### config.mk
export PLATFORM = sky130hd
export DESIGN_NAME = in_port_hs
export DESIGN_NICKNAME = d
export VERILOG_FILES = /design/src/rtl/in_port_pkg.sv /design/src/rtl/in_port_fifo.sv /design/src/rtl/in_port_hs.sv
export SDC_FILE = /design/constraint.sdc
export NUM_CORES = 1
export LEC_CHECK = 0
export BUFFER_PORTS_ARGS = -buffer_cell sky130_fd_sc_hd__buf_2
export CORE_ASPECT_RATIO = 0.9
export CORE_MARGIN = 2
export CORE_UTILIZATION = 50
export DETAILED_ROUTE_END_ITERATION = 6
export PLACE_DENSITY = 0.8
export SKIP_LAST_GASP = 1
export SYNTH_ARGS = -nofsm -noshare
export SYNTH_HDL_FRONTEND = slang
export SYNTH_SLANG_ARGS = --single-unit
### constraint.sdc
create_clock -name clk -period 3.3 [get_ports clk]
set_clock_uncertainty 0.2 [all_clocks]
set_input_delay 0 -clock clk [delete_from_list [all_inputs] [get_ports clk]]
set_output_delay 0 -clock clk [all_outputs]
set_load 0.005 [all_outputs]
### src/rtl/in_port_pkg.sv
// Shared types and default sizing for the handshaked CPU input port.
package in_port_pkg;

    typedef enum logic {
        IDLE = 1'b0,
        ACK  = 1'b1
    } in_port_state_t;

    localparam int unsigned IN_PORT_DEPTH = 4;
    localparam int unsigned IN_PORT_WIDTH = 32;

endpackage

### src/rtl/in_port_fifo.sv
// Small FIFO behind the input port: storage, wrapping pointers, occupancy
// count, registered read data and status flags.
module in_port_fifo
    import in_port_pkg::*;
#(
    parameter int unsigned DEPTH = IN_PORT_DEPTH,
    parameter int unsigned WIDTH = IN_PORT_WIDTH
) (
    input  logic                     clk,
    input  logic                     clr_n,
    input  logic                     wr_en,
    input  logic [WIDTH-1:0]         wr_data,
    input  logic                     rd_en,
    output logic [WIDTH-1:0]         Q,
    output logic [$clog2(DEPTH):0]   count,
    output logic                     full,
    output logic                     data_avail
);

    localparam int unsigned PW = $clog2(DEPTH);
    localparam int unsigned CW = PW + 1;

    logic [WIDTH-1:0] mem_q [DEPTH];
    logic [WIDTH-1:0] mem_d [DEPTH];
    logic [PW-1:0]    wr_ptr_q, wr_ptr_d;
    logic [PW-1:0]    rd_ptr_q, rd_ptr_d;
    logic [CW-1:0]    count_q, count_d;
    logic [WIDTH-1:0] q_q, q_d;
    logic             push, pop;

    // Full/empty come from the count; a same-cycle write is never visible to a pop.
    always_comb begin
        push     = wr_en && (count_q != CW'(DEPTH));
        pop      = rd_en && (count_q != '0);
        mem_d    = mem_q;
        wr_ptr_d = wr_ptr_q;
        rd_ptr_d = rd_ptr_q;
        q_d      = q_q;
        count_d  = count_q;
        if (push) begin
            mem_d[wr_ptr_q] = wr_data;
            wr_ptr_d        = wr_ptr_q + PW'(1);
        end
        if (pop) begin
            q_d      = mem_q[rd_ptr_q];
            rd_ptr_d = rd_ptr_q + PW'(1);
        end
        if (push && !pop) begin
            count_d = count_q + CW'(1);
        end else if (pop && !push) begin
            count_d = count_q - CW'(1);
        end
    end

    always_ff @(posedge clk or negedge clr_n) begin
        if (!clr_n) begin
            wr_ptr_q <= '0;
            rd_ptr_q <= '0;
            count_q  <= '0;
            q_q      <= '0;
        end else begin
            wr_ptr_q <= wr_ptr_d;
            rd_ptr_q <= rd_ptr_d;
            count_q  <= count_d;
            q_q      <= q_d;
        end
    end

    always_ff @(posedge clk) begin
        mem_q <= mem_d;
    end

    assign Q          = q_q;
    assign count      = count_q;
    assign full       = (count_q == CW'(DEPTH));
    assign data_avail = (count_q != '0);

endmodule

### src/rtl/in_port_hs.sv
// Receive-side input port: strobe synchronizer and four-phase handshake FSM
// feeding a small FIFO that the CPU drains onto the internal bus.
module in_port_hs
    import in_port_pkg::*;
#(
    parameter int unsigned DEPTH = IN_PORT_DEPTH,
    parameter int unsigned WIDTH = IN_PORT_WIDTH
) (
    input  logic                     clk,
    input  logic                     clr_n,
    input  logic [WIDTH-1:0]         in_data,
    input  logic                     in_stb,
    output logic                     in_ack,
    input  logic                     rd_en,
    output logic [WIDTH-1:0]         Q,
    output logic                     data_avail,
    output logic                     full,
    output logic [$clog2(DEPTH):0]   count
);

    in_port_state_t state_q, state_d;
    logic           stb_s1_q, stb_s2_q;
    logic           ack_q, ack_d;
    logic           wr_en;

    always_ff @(posedge clk or negedge clr_n) begin
        if (!clr_n) begin
            stb_s1_q <= 1'b0;
            stb_s2_q <= 1'b0;
            state_q  <= IDLE;
            ack_q    <= 1'b0;
        end else begin
            stb_s1_q <= in_stb;
            stb_s2_q <= stb_s1_q;
            state_q  <= state_d;
            ack_q    <= ack_d;
        end
    end

    // A strobe seen while full is held off in IDLE until space frees up.
    always_comb begin
        state_d = state_q;
        ack_d   = ack_q;
        wr_en   = 1'b0;
        case (state_q)
            IDLE: begin
                if (stb_s2_q && !full) begin
                    wr_en   = 1'b1;
                    ack_d   = 1'b1;
                    state_d = ACK;
                end
            end
            ACK: begin
                if (!stb_s2_q) begin
                    ack_d   = 1'b0;
                    state_d = IDLE;
                end
            end
            default: begin
                ack_d   = 1'b0;
                state_d = IDLE;
            end
        endcase
    end

    assign in_ack = ack_q;

    in_port_fifo #(
        .DEPTH (DEPTH),
        .WIDTH (WIDTH)
    ) u_fifo (
        .clk        (clk),
        .clr_n      (clr_n),
        .wr_en      (wr_en),
        .wr_data    (in_data),
        .rd_en      (rd_en),
        .Q          (Q),
        .count      (count),
        .full       (full),
        .data_avail (data_avail)
    );

endmodule

==> metrics <==
# diodes=0; post-synthesis cell count=278; WP data required=around 3.2 ns; vias=around 3000; critical path peak fanout=20; DRC=0; Static Leakage=between 2 and 3 nW; FF-to-FF End=u_fifo.mem_q[3]; Final Hold Vio Count=0; CTS clk-pin slew, worst paths=0.06 ns; CTS tree=built; gr ovfl total=0; Syn Nets=320; CTS Buffer Depth=2; dpl cells=~510; worst hold start=in_stb; final weighted congestion in routability-driven placement=0.702; setup TNS=0 ns; # clock sinks=between 150 and 200; antenna viol nets, final=0; unrepaired setup endpoints after global routing=false; Rows=39; Synth warnings=0; num ports=74; Worst Tran Pin Value=about 1.1 ns; WS Path Type=reg -> reg; final setup vio count=0; CP Capture Type=flop; vias per inst=5.24; status=finished clean; Pre-antenna DRT Iters=5; Layout area overhead=23.6%; critical path arrival=between 2 and 2.5 ns; Cell variety after synth=24; Multi-input gate area=0.00136 mm²; sequential area share after synthesis=between 70% and 80%; Final Cell Area=0.00789 mm²; fin crit share=73.9%; Worst Hold End=stb_s1_q; share of cells above drive strength 1=43.9%; first-pass GRT wire length=17700 µm; pre-CTS WS=0.852 ns; maxcap violations=0; H-tree depth=4; sequential cell area=0.00492 mm²; initial antenna violation count=0; pin count of the biggest net entering global routing=44; r2r worst-path depth=5; DR WL/cell=19.3 µm; Buffers on Ports=73; post-synth top area cell=edfxtp_1; Worst-Skew Late Latency=0.42 ns; final setup margin=about 0.86 ns; PwrDens=roughly 840 mW/mm²; final net count=444; die width=about 120 µm; gr usage total=between 10% and 20%; Slew HR=between 20 and 30%; post-synth top area share=60.2%; filler instances=888; Synth Register Bits=171; Post-Syn Area=0.00638 mm²; max-slew violation count=0; DP HPWL=6710 µm; clk root buf=clkbuf_16; CP startpoint kind=flop; FF-to-FF Start=u_fifo.count[0]; final cell count without fillers=just under 600; initial drt markers=between 200 and 250; vias in the first global route=3279; HP Class=in -> reg; clock buffer count from CTS=17; Area after DPL=a little under 0.007 mm²; hold path cells=2; Routed WL=approximately 11000 µm; Die ar.=between 0.01 and 0.015 mm²; Syn Area/Cell=23.0 µm²; initial core utilization=50.7%; worst vdd ir=0.649 mV; FF-to-FF setup slack=0.86 ns; Core Region=0.0126 mm²; synth top area cells=edfxtp_1 (60%), dfrtp_1 (17%), mux4_2 (9.9%); Final min period=2.44 ns; fmax=around 410 MHz; Die Y=111 µm
layout by cell type, fill, tap and decap left out, types with 2 or more instances in the layout:
cell type,synthesis,final
xnor2_1,4,4
clkbuf_16,0,17
mux4_2,28,28
bufinv_16,0,3
dfrtp_1,43,41
buf_4,0,7
clkbuf_1,2,2
clkinvlp_4,0,4
ha_1,5,5
clkinv_4,0,3
inv_6,0,2
dfrtp_2,0,2
edfxtp_1,128,128
inv_1,4,4
xor2_1,2,2
buf_2,2,73
dlygate4sd3_1,0,35
and2_2,0,4
mux2_2,34,34
mux4_1,4,4
through the flow:
stage / hold WS [ns] / power [mW] / utilization [%]
after detailed placement: -0.0791 / 4.68 / 55.1
after CTS: 0.0191 / 6.74 / 62.7
after global routing: 0.0222 / 7.00 / 62.7
final: 0.0311 / 6.65 / 62.7
after floorplan: -0.496 / 4.14 / -
after global placement: -0.0891 / 4.62 / 55.1
routing by layer:
| metal | GRT usage (%) | routed length (µm) | vias to the layer above |
|---|---|---|---|
| li1 | - | - | 1367 |
| met1 | 22.7 | 4800 | 1579 |
| met2 | 29.7 | 5740 | 70 |
| met3 | 5.56 | 493 | 16 |
| met4 | 6.74 | 148 | 0 |
| met5 | 0 | 0 | - |
worst max path at each step:
stage	start	to	slack, ns	cells after the start
4_1_cts	u_fifo.count[0]	u_fifo.mem_q[3]	0.82	5
2_1_floorplan	u_fifo.count[0]	u_fifo.count[2]	0.91	9
3_3_place_gp	u_fifo.count[2]	u_fifo.mem_q[3]	0.91	5
5_1_grt	u_fifo.count[0]	u_fifo.mem_q[7]	0.67	5
3_5_place_dp	u_fifo.count[0]	u_fifo.mem_q[3]	0.85	5
6_report	u_fifo.count[0]	u_fifo.mem_q[3]	0.86	5
synthesized netlist by cell type:
master	instances
fa_1	1
nor2_1	1
xnor2_1	4
mux4_1	4
nor3b_4	1
mux2_2	34
ha_1	5
o21ai_0	1
nand2_2	1
mux4_2	28
nand3_1	1
dfrtp_1	43
a21oi_1	1
clkbuf_1	2
or3b_1	1
xor2_1	2
inv_1	4
edfxtp_1	128
and2_1	4
or3_4	1
o21a_1	1
buf_6	7
nand2_1	1
buf_2	2
registers in the layout, indices dropped and copies added, names as in the netlist:
name	count
in_ack	1
u_fifo.Q	32
state_q	1
u_fifo.wr_ptr_q	2
u_fifo.mem_q	128
u_fifo.count	3
u_fifo.rd_ptr_q	2
stb_s2_q	1
stb_s1_q	1
where the power goes:
part           leakage (nW)  switching [mW]  total (mW)  internal, mW
Combinational         0.961           0.601        1.52         0.919
Clock                 0.280           0.817        2.01          1.20
Sequential             1.66           0.334        3.12          2.78
cells by family (layout without fill, tap and decap cells):
logic type	Yosys count	in the layout	share of synthesized area [%]
compound gates	3	3	0.274
xor+xnor	6	6	0.823
fa+ha+maj	6	6	1.29
buf+inv	15	152	1.74
flops	171	171	77.1
mux	66	66	17.5
simple gates	11	11	1.29
critical path, cell delays in order, from the launching register on:
cell and delay (ns):
dfrtp_1 0.44, or3b_1 0.18, inv_1 0.09, nor3b_4 0.32
and2_2 0.55, buf_4 0.34
what timing repair did:
item                                   CTS  global route
hold buffers                            35             0
gates resized for setup                  0             0
buffers inserted                         0             0
endpoints found under the hold margin  176             0
final cells by class:
cell class	count	area share [%]
Clock inverter	13	2.14
Inverter	4	0.190
Clock buffer	19	5.49
Multi-Input combinational cell	92	17.2
Timing Repair Buffer	116	9.99
Sequential cell	171	62.4
Tap cell	164	2.60
Note: power is estimated with default switching activity, not from simulation.
